**src/rtl/agc_pkg.sv**
```systemverilog
// Shared RX fixed-point definitions: loop state encoding, 1s17/U4.14 formats
// and the saturation / magnitude helpers used by the AGC.
package agc_pkg;

  typedef enum logic {
    ST_ACQUIRE = 1'b0,
    ST_TRACK   = 1'b1
  } agc_state_e;

  localparam int SAMPLE_W  = 18;
  localparam int GAIN_W    = 18;
  localparam int FRAC_BITS = 14;
  localparam int PROD_W    = SAMPLE_W + GAIN_W + 1;

  localparam logic signed [SAMPLE_W-1:0] SAMPLE_MAX = 18'sh1FFFF;
  localparam logic signed [SAMPLE_W-1:0] SAMPLE_MIN = 18'sh20000;

  // Clip a wide signed product back into the 1s17 range.
  function automatic logic signed [SAMPLE_W-1:0] sat_sample(
    input logic signed [PROD_W-1:0] v
  );
    if (v > PROD_W'(SAMPLE_MAX)) begin
      return SAMPLE_MAX;
    end else if (v < PROD_W'(SAMPLE_MIN)) begin
      return SAMPLE_MIN;
    end else begin
      return v[SAMPLE_W-1:0];
    end
  endfunction

  // |x| with the single unrepresentable case folded onto full scale.
  function automatic logic [SAMPLE_W-1:0] magnitude(
    input logic signed [SAMPLE_W-1:0] x
  );
    if (x == SAMPLE_MIN) begin
      return SAMPLE_MAX;
    end else if (x[SAMPLE_W-1]) begin
      return -x;
    end else begin
      return x;
    end
  endfunction

endpackage

```
**src/rtl/agc_power_det.sv**
```systemverilog
// Mean-magnitude detector: accumulates |y| over 2**LOG2_WIN symbol instants
// and flags the closing sample together with the window average.
module agc_power_det
  import agc_pkg::*;
#(
  parameter int LOG2_WIN = 5
) (
  input  logic                       clk,
  input  logic                       reset_n,
  input  logic                       meas_en,
  input  logic                       clear,
  input  logic signed [SAMPLE_W-1:0] y,
  output logic        [SAMPLE_W-1:0] avg,
  output logic                       win_done
);

  localparam int ACC_W = SAMPLE_W + LOG2_WIN;

  logic [ACC_W-1:0]    acc_q, acc_d;
  logic [LOG2_WIN-1:0] win_cnt_q, win_cnt_d;
  logic [ACC_W-1:0]    acc_total;
  logic [SAMPLE_W-1:0] mag;

  // NOTE: every output of a combinational block gets a default first so no path leaves it unassigned (no latch).
  always_comb begin
    mag       = magnitude(y);
    acc_total = acc_q + {{LOG2_WIN{1'b0}}, mag};
    avg       = acc_total[LOG2_WIN +: SAMPLE_W];
    win_done  = meas_en && !clear && (win_cnt_q == '1);
    acc_d     = acc_q;
    win_cnt_d = win_cnt_q;

    // The closing sample is folded into avg above, then the window restarts.
    if (clear || win_done) begin
      acc_d     = '0;
      win_cnt_d = '0;
    end else if (meas_en) begin
      acc_d     = acc_total;
      win_cnt_d = win_cnt_q + 1'b1;
    end
  end

  // NOTE: state registers use non-blocking assignments so every flop samples pre-edge values.
  always_ff @(posedge clk or negedge reset_n) begin
    if (!reset_n) begin
      acc_q     <= '0;
      win_cnt_q <= '0;
    end else begin
      acc_q     <= acc_d;
      win_cnt_q <= win_cnt_d;
    end
  end

endmodule

```
**src/rtl/rx_agc.sv**
```systemverilog
// Receiver AGC: scales the channel output by a U4.14 gain and closes the loop
// on the windowed mean magnitude, with a coarse acquire and a fine track mode.
module rx_agc
  import agc_pkg::*;
#(
  parameter int LOG2_WIN  = 5,
  parameter int REF       = 65536,
  parameter int TOL       = 2048,
  parameter int ACQ_STEP  = 1024,
  parameter int TRK_STEP  = 64,
  parameter int GAIN_INIT = 16384,
  parameter int GAIN_MIN  = 1024,
  parameter int GAIN_MAX  = 262143,
  parameter int LOCK_WINS = 4
) (
  input  logic                       clk,
  input  logic                       reset_n,
  input  logic                       sam_clk_ena,
  input  logic                       sym_clk_ena,
  input  logic                       hold,
  input  logic signed [SAMPLE_W-1:0] sig_in,
  output logic signed [SAMPLE_W-1:0] sig_out,
  output logic        [GAIN_W-1:0]   gain_out,
  output logic                       locked
);

  localparam int CNT_W = $clog2(LOCK_WINS + 1);

  localparam logic [SAMPLE_W-1:0] IN_HI    = SAMPLE_W'(REF + TOL);
  localparam logic [SAMPLE_W-1:0] IN_LO    = SAMPLE_W'(REF - TOL);
  localparam logic [SAMPLE_W-1:0] UNLK_HI  = SAMPLE_W'(REF + 4 * TOL);
  localparam logic [SAMPLE_W-1:0] UNLK_LO  = SAMPLE_W'(REF - 4 * TOL);
  localparam logic [GAIN_W:0]     STEP_ACQ = (GAIN_W + 1)'(ACQ_STEP);
  localparam logic [GAIN_W:0]     STEP_TRK = (GAIN_W + 1)'(TRK_STEP);
  localparam logic [GAIN_W:0]     G_MIN    = (GAIN_W + 1)'(GAIN_MIN);
  localparam logic [GAIN_W:0]     G_MAX    = (GAIN_W + 1)'(GAIN_MAX);

  agc_state_e                 state_q, state_d;
  logic [CNT_W-1:0]           inband_q, inband_d;
  logic [GAIN_W-1:0]          gain_q, gain_d;
  logic signed [SAMPLE_W-1:0] sig_out_q, sig_out_d;
  logic                       locked_q, locked_d;

  logic signed [PROD_W-1:0]   prod;
  logic signed [SAMPLE_W-1:0] y;
  logic [SAMPLE_W-1:0]        avg;
  logic                       win_done;

  // Datapath: signed sample times unsigned gain, back to 1s17.
  always_comb begin
    prod      = PROD_W'(sig_in) * PROD_W'($signed({1'b0, gain_q}));
    y         = sat_sample(prod >>> FRAC_BITS);
    sig_out_d = sam_clk_ena ? y : sig_out_q;
  end

  agc_power_det #(
    .LOG2_WIN (LOG2_WIN)
  ) u_power_det (
    .clk      (clk),
    .reset_n  (reset_n),
    .meas_en  (sym_clk_ena && sam_clk_ena),
    .clear    (hold),
    .y        (y),
    .avg      (avg),
    .win_done (win_done)
  );

  logic           too_high, too_low, in_band, far_off;
  logic [GAIN_W:0] step, gain_ext, gain_tgt;

  always_comb begin
    too_high = avg > IN_HI;
    too_low  = avg < IN_LO;
    in_band  = !too_high && !too_low;
    far_off  = (avg > UNLK_HI) || (avg < UNLK_LO);
    step     = (state_q == ST_TRACK) ? STEP_TRK : STEP_ACQ;
    gain_ext = {1'b0, gain_q};

    // 19-bit intermediate keeps the step from wrapping before the clamp.
    if (too_high) begin
      gain_tgt = (gain_ext > step) ? gain_ext - step : '0;
    end else if (too_low) begin
      gain_tgt = gain_ext + step;
    end else begin
      gain_tgt = gain_ext;
    end

    gain_d = gain_q;
    if (win_done) begin
      if (gain_tgt > G_MAX) begin
        gain_d = G_MAX[GAIN_W-1:0];
      end else if (gain_tgt < G_MIN) begin
        gain_d = G_MIN[GAIN_W-1:0];
      end else begin
        gain_d = gain_tgt[GAIN_W-1:0];
      end
    end
  end

  // Lock FSM: only window closes move it, so hold freezes it for free.
  always_comb begin
    state_d  = state_q;
    inband_d = inband_q;
    if (win_done) begin
      case (state_q)
        ST_ACQUIRE: begin
          if (!in_band) begin
            inband_d = '0;
          end else if (inband_q == CNT_W'(LOCK_WINS - 1)) begin
            state_d  = ST_TRACK;
            inband_d = '0;
          end else begin
            inband_d = inband_q + 1'b1;
          end
        end
        ST_TRACK: begin
          if (far_off) begin
            state_d = ST_ACQUIRE;
          end
        end
        default: begin
          state_d  = ST_ACQUIRE;
          inband_d = '0;
        end
      endcase
    end
    locked_d = (state_d == ST_TRACK);
  end

  always_ff @(posedge clk or negedge reset_n) begin
    if (!reset_n) begin
      state_q   <= ST_ACQUIRE;
      inband_q  <= '0;
      gain_q    <= GAIN_W'(GAIN_INIT);
      sig_out_q <= '0;
      locked_q  <= 1'b0;
    end else begin
      state_q   <= state_d;
      inband_q  <= inband_d;
      gain_q    <= gain_d;
      sig_out_q <= sig_out_d;
      locked_q  <= locked_d;
    end
  end

  assign sig_out  = sig_out_q;
  assign gain_out = gain_q;
  assign locked   = locked_q;

endmodule

```
**config.mk**
```make
export PLATFORM = sky130hd
export DESIGN_NAME = rx_agc
export DESIGN_NICKNAME = d
export VERILOG_FILES = /design/src/rtl/agc_pkg.sv /design/src/rtl/agc_power_det.sv /design/src/rtl/rx_agc.sv
export SDC_FILE = /design/constraint.sdc
export NUM_CORES = 1
export LEC_CHECK = 0
export ABC_AREA = 1
export BUFFER_PORTS_ARGS = -buffer_cell sky130_fd_sc_hd__buf_2
export CAP_MARGIN = 10
export CORE_MARGIN = 2
export CORE_UTILIZATION = 45
export DETAILED_ROUTE_END_ITERATION = 6
export PLACE_DENSITY_LB_ADDON = 0.25
export SYNTH_ARGS = -nofsm -noshare
export SYNTH_HDL_FRONTEND = slang
export SYNTH_SLANG_ARGS = --single-unit
```
**constraint.sdc**
```tcl
create_clock -name clk -period 12.4 [get_ports clk]
set_clock_uncertainty 0.2 [all_clocks]
set_input_delay 1.24 -clock clk [delete_from_list [all_inputs] [get_ports clk]]
set_output_delay 1.24 -clock clk [all_outputs]
set_load 0.02 [all_outputs]
```
==> run_results.csv, run 1 <==
group,metric,value,unit
die,chipHeight,200,um
yosys,synth-adder-area-share,0.413,
worst_setup_path,critical-path-max-stage-delay,540,ps
min_path,min_path_type,"flop to flop",
global_route,grt_pass1_wl,80.5,mm
route,via_count,15000,
route,antenna_left,0,
yosys,synth_top_family_by_area,"adder cells",
pwr,power_density,243,nW/um^2
min_path,holdCritStartpoint,"sig_out[1]",
sta,fin_setup_tns,0,ps
cells_and_area,layout_common_cells,"686 x nand2_1, 596 x inv_1, 256 x fa_1",
pwr,pwr-share-seq,0.069,
global_route,grt_use_total,0.260,
worst_setup_path,worstSetupStartpointType,"input port",
sta,fmax,0.0877,GHz
cts,h-tree-depth,3,
die,rows,71,
pwr,p_int,1.68,mW
die,die_area,39800,um^2
cells_and_area,finish.instance_area,18200,um^2
global_route,grt_max_degree,69,
yosys,netlist_instances,2427,
sta,worstMarginPinSlew,1050,ps
sta,hold_viol,0,
worst_setup_path,crit_buf_inv,9,
yosys,yosysSeqAreaShare,0.0989,
place,dp.cells,2927,
die,start_util,0.457,
worst_setup_path,r2r.worst_path.cells,58,
worst_setup_path,rr_endpoint,"gain_out[2]",
worst_setup_path,endpoint_kind,"flop",
route,detail_route.vias_per_cell,5.08,
worst_setup_path,r2r_start,"gain_out[7]",
global_route,met3_usage,0.0407,
cts,cts.sinks,68,
yosys,synth.distinct_cells,53,
worst_setup_path,critPathMostFrequentCell,"nand2_1",
place,placed_area,17900,um^2
pwr,peakVddDrop,0.216,mV
pwr,comb_power_share,0.874,
job,max_cap_violations,0,
yosys,synth-compound-area-share,0.0680,
cells_and_area,drive_gt1_frac,0.0669,
sta,rsz0062_at_grt,"no",
worst_setup_path,crit_fanout,37,
worst_setup_path,cp.arrival,11430,ps
cts,path_clk_slew,60,ps
route,drt_wl_total,47.9,mm
yosys,synth_edf_count,0,
route,routedWlPerCell,16.2,um
place,hpwl,38.7,mm
cells_and_area,area_growth_syn_to_layout,5.99,%
global_route,grtUsageMet1,0.361,
sta,final_max_slew_viol_count,0,
route,drt-pass1-iter-count,5,
die,core-area,37700,um^2
global_route,met2_usage,0.419,
global_route,antenna_found_initial,0,
sta,setup-violations-final,0,
cts,numCtsBuffers,9,
yosys,synth_xor_area_frac,0.0193,
global_route,grt_overflow,0,
yosys,async_reset_ff_frac,1.00,
global_route,grt_busiest_layer,"met2",
cells_and_area,n_antenna_cell,0,
yosys,yosys_warnings,0,
cts,cts_root_buf,"clkbuf_16",
place,place_congestion,0.983,
cells_and_area,mostFrequentLayoutCell,"nand2_1",
sta,finalCritPeriodShare,0.919,
die,die_w,200,um
yosys,ys_seq_elements,68,
route,route.detailed.drc,0,
worst_setup_path,cp_top_family,"adder cells",
yosys,yosys.area_share.simple,0.246,
min_path,hold_depth,2,
pwr,p_leak,11.0,nW
yosys,synth_nets,2864,
yosys,ys.flop_type,"dfrtp_1",
sta,min_period,11400,ps
outcome,outcome,"finished, final reports clean",
cells_and_area,fill_cells,3896,
min_path,min_to,"sig_out[1]",
route,drtIter0Drc,875,
worst_setup_path,ff2ff_setup_slack,1190,ps
cells_and_area,fin_util,0.484,
worst_setup_path,worst_ep_required_time,12440,ps
yosys,synth_area_per_cell,7.09,um^2
pwr,power.net_switching,2.74,mW
cts,cts_hold_buf,0,
cells_and_area,layout.nets,2867,
cts,worstSkewPairLatency,360,ps
die,io-pin-count,60,
worst_setup_path,cp_slowest_cell,"fa_1",
cells_and_area,layout.cells.non_filler,2946,
pwr,clkPwrFrac,0.057,
sta,relSlewSlack,0.299,
global_route,grt_pass1_vias,15600,
cts,cts_buffer_depth,2,
place,numPortBuffers,59,
pwr,p_sw_frac,0.620,
yosys,syn-cell-area,17200,um^2
worst_setup_path,crit_type,"input port to flop",
cts,tritoncts,"yes",
yosys,synthMuxAreaShare,0,
## area by class of cell
| cell class | count | area, um^2 | area share |
|---|---|---|---|
| sequential | 68 | 1700 | 0.0933 |
| clock buffer | 10 | 229 | 0.0126 |
| multi-input combinational | 1658 | 12900 | 0.705 |
| inverter | 611 | 2300 | 0.126 |
| timing repair buffer | 82 | 470 | 0.0258 |
| clock inverter | 6 | 48.8 | 0.00267 |
| tap | 511 | 639 | 0.0350 |
## state kept, by name (all words and copies together) (netlist names)
signal / flops
sig_out: 18
inband_q: 3
u_power_det.win_cnt_q: 5
locked: 1
u_power_det.acc_q: 23
gain_out: 18
## what timing repair did
item                       4_1_cts  5_1_grt
buffers inserted                 0        3
setup endpoints to repair        0       18
resized for setup                0        6
## through the flow
stage	hold WS, ps	power (mW)	setup slack, ps
CTS	297	4.39	736
detailed placement	272	4.09	379
global placement	275	4.12	610
floorplan	257	3.12	1770
global route	332	4.98	68.0
finish	292	4.43	1000
## worst register-to-register path: cells and delay by family (launching register included)
kind,cells,cell delay (ps)
compound gates,1,160
fa+ha+maj,10,4290
buf+inv,10,740
flops,1,980
simple gates,37,4710
## cells in the mapped netlist (3+ instances only)
master,count,area share
nand2_1,687,0.15
inv_1,597,0.13
fa_1,256,0.30
ha_1,158,0.11
nor2_1,131,0.029
nand3_1,99,0.029
clkbuf_1,71,0.015
a21oi_1,69,0.020
dfrtp_1,67,0.097
o21ai_0,54,0.016
xor2_1,33,0.017
nand2_2,19,0.0069
nor3_1,17,0.0049
a31oi_1,13,0.0047
o21bai_1,13,0.0057
nand3_2,11,0.0064
nand4_1,11,0.0040
buf_1,10,0.0022
inv_2,9,0.0020
a22oi_1,7,0.0031
a32o_1,7,0.0041
nand3b_1,7,0.0031
nor2_2,7,0.0025
o22ai_1,6,0.0022
clkinv_1,5,0.0011
nand2_4,5,0.0033
xnor2_1,5,0.0025
a22o_1,4,0.0020
buf_6,4,0.0026
nor4_1,4,0.0015
o21a_1,4,0.0017
and3_1,3,0.0011
buf_4,3,0.0013
nor2_4,3,0.0020
o21ai_1,3,0.00087
o31ai_1,3,0.0013
## how the worst max path moves through the flow
| stage | start | end | cells after the start |
|---|---|---|---|
| after floorplan | sig_in[11] | gain_out[6] | 63 |
| after global placement | sig_in[17] | gain_out[3] | 56 |
| after detailed placement | sig_in[17] | gain_out[2] | 54 |
| after CTS | sig_in[17] | gain_out[2] | 54 |
| after global routing | sig_in[11] | gain_out[3] | 59 |
| final | sig_in[10] | gain_out[2] | 55 |
## power groups by stage
stage	Clock, mW	Sequential (mW)	Combinational [mW]
final	0.254	0.304	3.87
after global routing	0.267	0.310	4.40
after CTS	0.263	0.303	3.82
after detailed placement	0	0.306	3.79
after global placement	0	0.306	3.81
after floorplan	0	0.333	2.79
## metal layers
metal  part of all wire  up-vias  routed length (um)
li1                   -     7215                   -
met1               0.45     7196               21300
met2               0.46      486               21900
met3              0.071       78                3380
met4              0.025        0                1210
met5                  0        -                   0
## cell families (layout without fill, tap and decap cells)
family | Yosys count | after routing
compound gates | 196 | 196
xor+xnor | 38 | 38
fa+ha+maj | 414 | 414
buf+inv | 701 | 709
flops | 68 | 68
simple gates | 1010 | 1010
(Power assumes the default switching activity.)
==> run 2: changes to the inputs <==
- CORE_UTILIZATION: 45 -> 55
==> run 2 against run 1 <==
Critical path depth increased by 1. Design area decreased by 0.82%. Final cell count decreased by 4.0%. Fmax decreased by 1.6%. Register-to-register slack got worse by 190 ps. Sequential share of layout area increased by 0.077 points. Hold slack got worse by 1.7 ps. Worst setup slack got worse by 180 ps. Sequential cell count unchanged. Largest cell class unchanged. Highest routed layer unchanged. Sequential power about the same. Routed wire length increased by 1.2%.
==> run_results.csv, run 2 (synthesized netlist as in run 1, its figures left out) <==
group,metric,value,unit
route,drt-pass1-iter-count,6,
cells_and_area,mostFrequentLayoutCell,"nand2_1",
place,numPortBuffers,59,
die,io-pin-count,60,
sta,fmax,0.0863,GHz
cts,worstSkewPairLatency,360,ps
route,drtIter0Drc,1264,
sta,fin_setup_tns,0,ps
worst_setup_path,cp_slowest_cell,"fa_1",
worst_setup_path,r2r.worst_path.cells,57,
worst_setup_path,worstSetupStartpointType,"input port",
cts,cts.sinks,68,
die,chipHeight,181,um
cells_and_area,layout.nets,2865,
worst_setup_path,crit_type,"input port to flop",
cells_and_area,layout_common_cells,"686 x nand2_1, 596 x inv_1, 256 x fa_1",
global_route,grt_use_total,0.308,
route,routedWlPerCell,17.1,um
global_route,grt_overflow,0,
cells_and_area,layout.cells.non_filler,2829,
sta,hold_viol,0,
place,placed_area,17700,um^2
cts,cts_root_buf,"clkbuf_16",
global_route,grt_max_degree,69,
cells_and_area,area_growth_syn_to_layout,5.12,%
die,die_w,181,um
cells_and_area,n_antenna_cell,0,
place,dp.cells,2808,
worst_setup_path,critical-path-max-stage-delay,550,ps
global_route,grt_pass1_vias,15800,
worst_setup_path,critPathMostFrequentCell,"nand2_1",
min_path,min_path_type,"flop to flop",
sta,final_max_slew_viol_count,0,
job,max_cap_violations,0,
pwr,p_leak,10.9,nW
cts,cts_buffer_depth,2,
cts,tritoncts,"yes",
sta,relSlewSlack,0.234,
route,antenna_left,0,
route,drt_wl_total,48.4,mm
sta,rsz0062_at_grt,"no",
worst_setup_path,cp.arrival,11620,ps
pwr,peakVddDrop,0.222,mV
worst_setup_path,crit_fanout,19,
sta,finalCritPeriodShare,0.934,
route,via_count,15300,
die,die_area,32700,um^2
place,place_congestion,0.986,
cells_and_area,regMostFlops,"u_power_det.acc_q",
cts,path_clk_slew,70,ps
place,hpwl,38.3,mm
outcome,outcome,"finished, final reports clean",
die,rows,64,
die,start_util,0.561,
global_route,antenna_found_initial,0,
route,route.detailed.drc,0,
die,core-area,30700,um^2
pwr,power_density,249,nW/um^2
min_path,hold_depth,2,
cts,numCtsBuffers,9,
sta,min_period,11580,ps
cts,h-tree-depth,3,
cells_and_area,fin_util,0.590,
global_route,grt_pass1_wl,80.6,mm
worst_setup_path,endpoint_kind,"flop",
cells_and_area,finish.instance_area,18100,um^2
route,detail_route.vias_per_cell,5.41,
cells_and_area,largest_reg_flops,23,
sta,holdWs,290,ps
cells_and_area,drive_gt1_frac,0.0670,
sta,setup-violations-final,0,
worst_setup_path,worst_ep_required_time,12440,ps
sta,worstMarginPinSlew,1150,ps
[run 2: changes by cell type in the layout (fill, tap and decap cells not counted), sizes merged]
cell | previous run | this run
clkbuf | 11 | 10
nand2 | 711 | 712
inv | 606 | 608
clkinv | 7 | 6
buf | 81 | 77
clkinvlp | 4 | 5
[run 2: layer usage]
| metal | wire length [um] | GRT usage | vias to the layer above |
|---|---|---|---|
| li1 | - | - | 7201 |
| met1 | 21000 | 0.419 | 7400 |
| met2 | 22100 | 0.497 | 604 |
| met3 | 3890 | 0.0595 | 99 |
| met4 | 1460 | 0.0968 | 0 |
| met5 | 0 | 0 | - |
[run 2: what timing repair did]
action,in CTS,in global routing
gates resized for setup,0,6
endpoints found under the hold margin,0,0
setup endpoints to repair,0,18
setup buffers,0,3
hold buffers,0,0
[run 2: report_power, final]
part | switching, mW | internal, mW | total, mW
clock | 0.120 | 0.139 | 0.259
sequential | 0.0289 | 0.273 | 0.302
combinational | 2.67 | 1.27 | 3.94
[run 2: stage by stage]
| step | total power, mW | setup slack [ps] |
|---|---|---|
| final | 4.50 | 819 |
| after global placement | 4.10 | 513 |
| after global routing | 4.99 | 55.7 |
| after CTS | 4.42 | 708 |
| after floorplan | 3.12 | 1770 |
| after detailed placement | 4.12 | 348 |
[run 2: layout make-up]
class	instances	area, um^2
Fill cell	2919	12600
Clock inverter	7	60.1
Sequential cell	68	1700
Timing Repair Buffer	78	440
Tap cell	396	495
Timing Repair inverter	1	5.00
Inverter	611	2300
Clock buffer	9	225
Multi-Input combinational cell	1659	12900
[run 2: final timing paths]
kind | startpoint | endpoint | slack [ps]
worst min register to register | sig_out[17] | sig_out[17] | 290
worst min-delay path | sig_out[17] | sig_out[17] | 290
min in group asynchronous | reset_n | gain_out[17] | 880
worst max-delay path | sig_in[17] | gain_out[4] | 820
worst max register to register | gain_out[5] | gain_out[4] | 1000
max in group asynchronous | reset_n | sig_out[12] | 10460
[run 2: worst max-delay path, delay by kind of cell]
kind / cells / cell delay, ps
adder cells (fa/ha/maj): 10 / 4250
AO/OA/AOI/OAI: 3 / 560
AND/OR/NAND/NOR: 35 / 4320
buffers and inverters: 8 / 1200
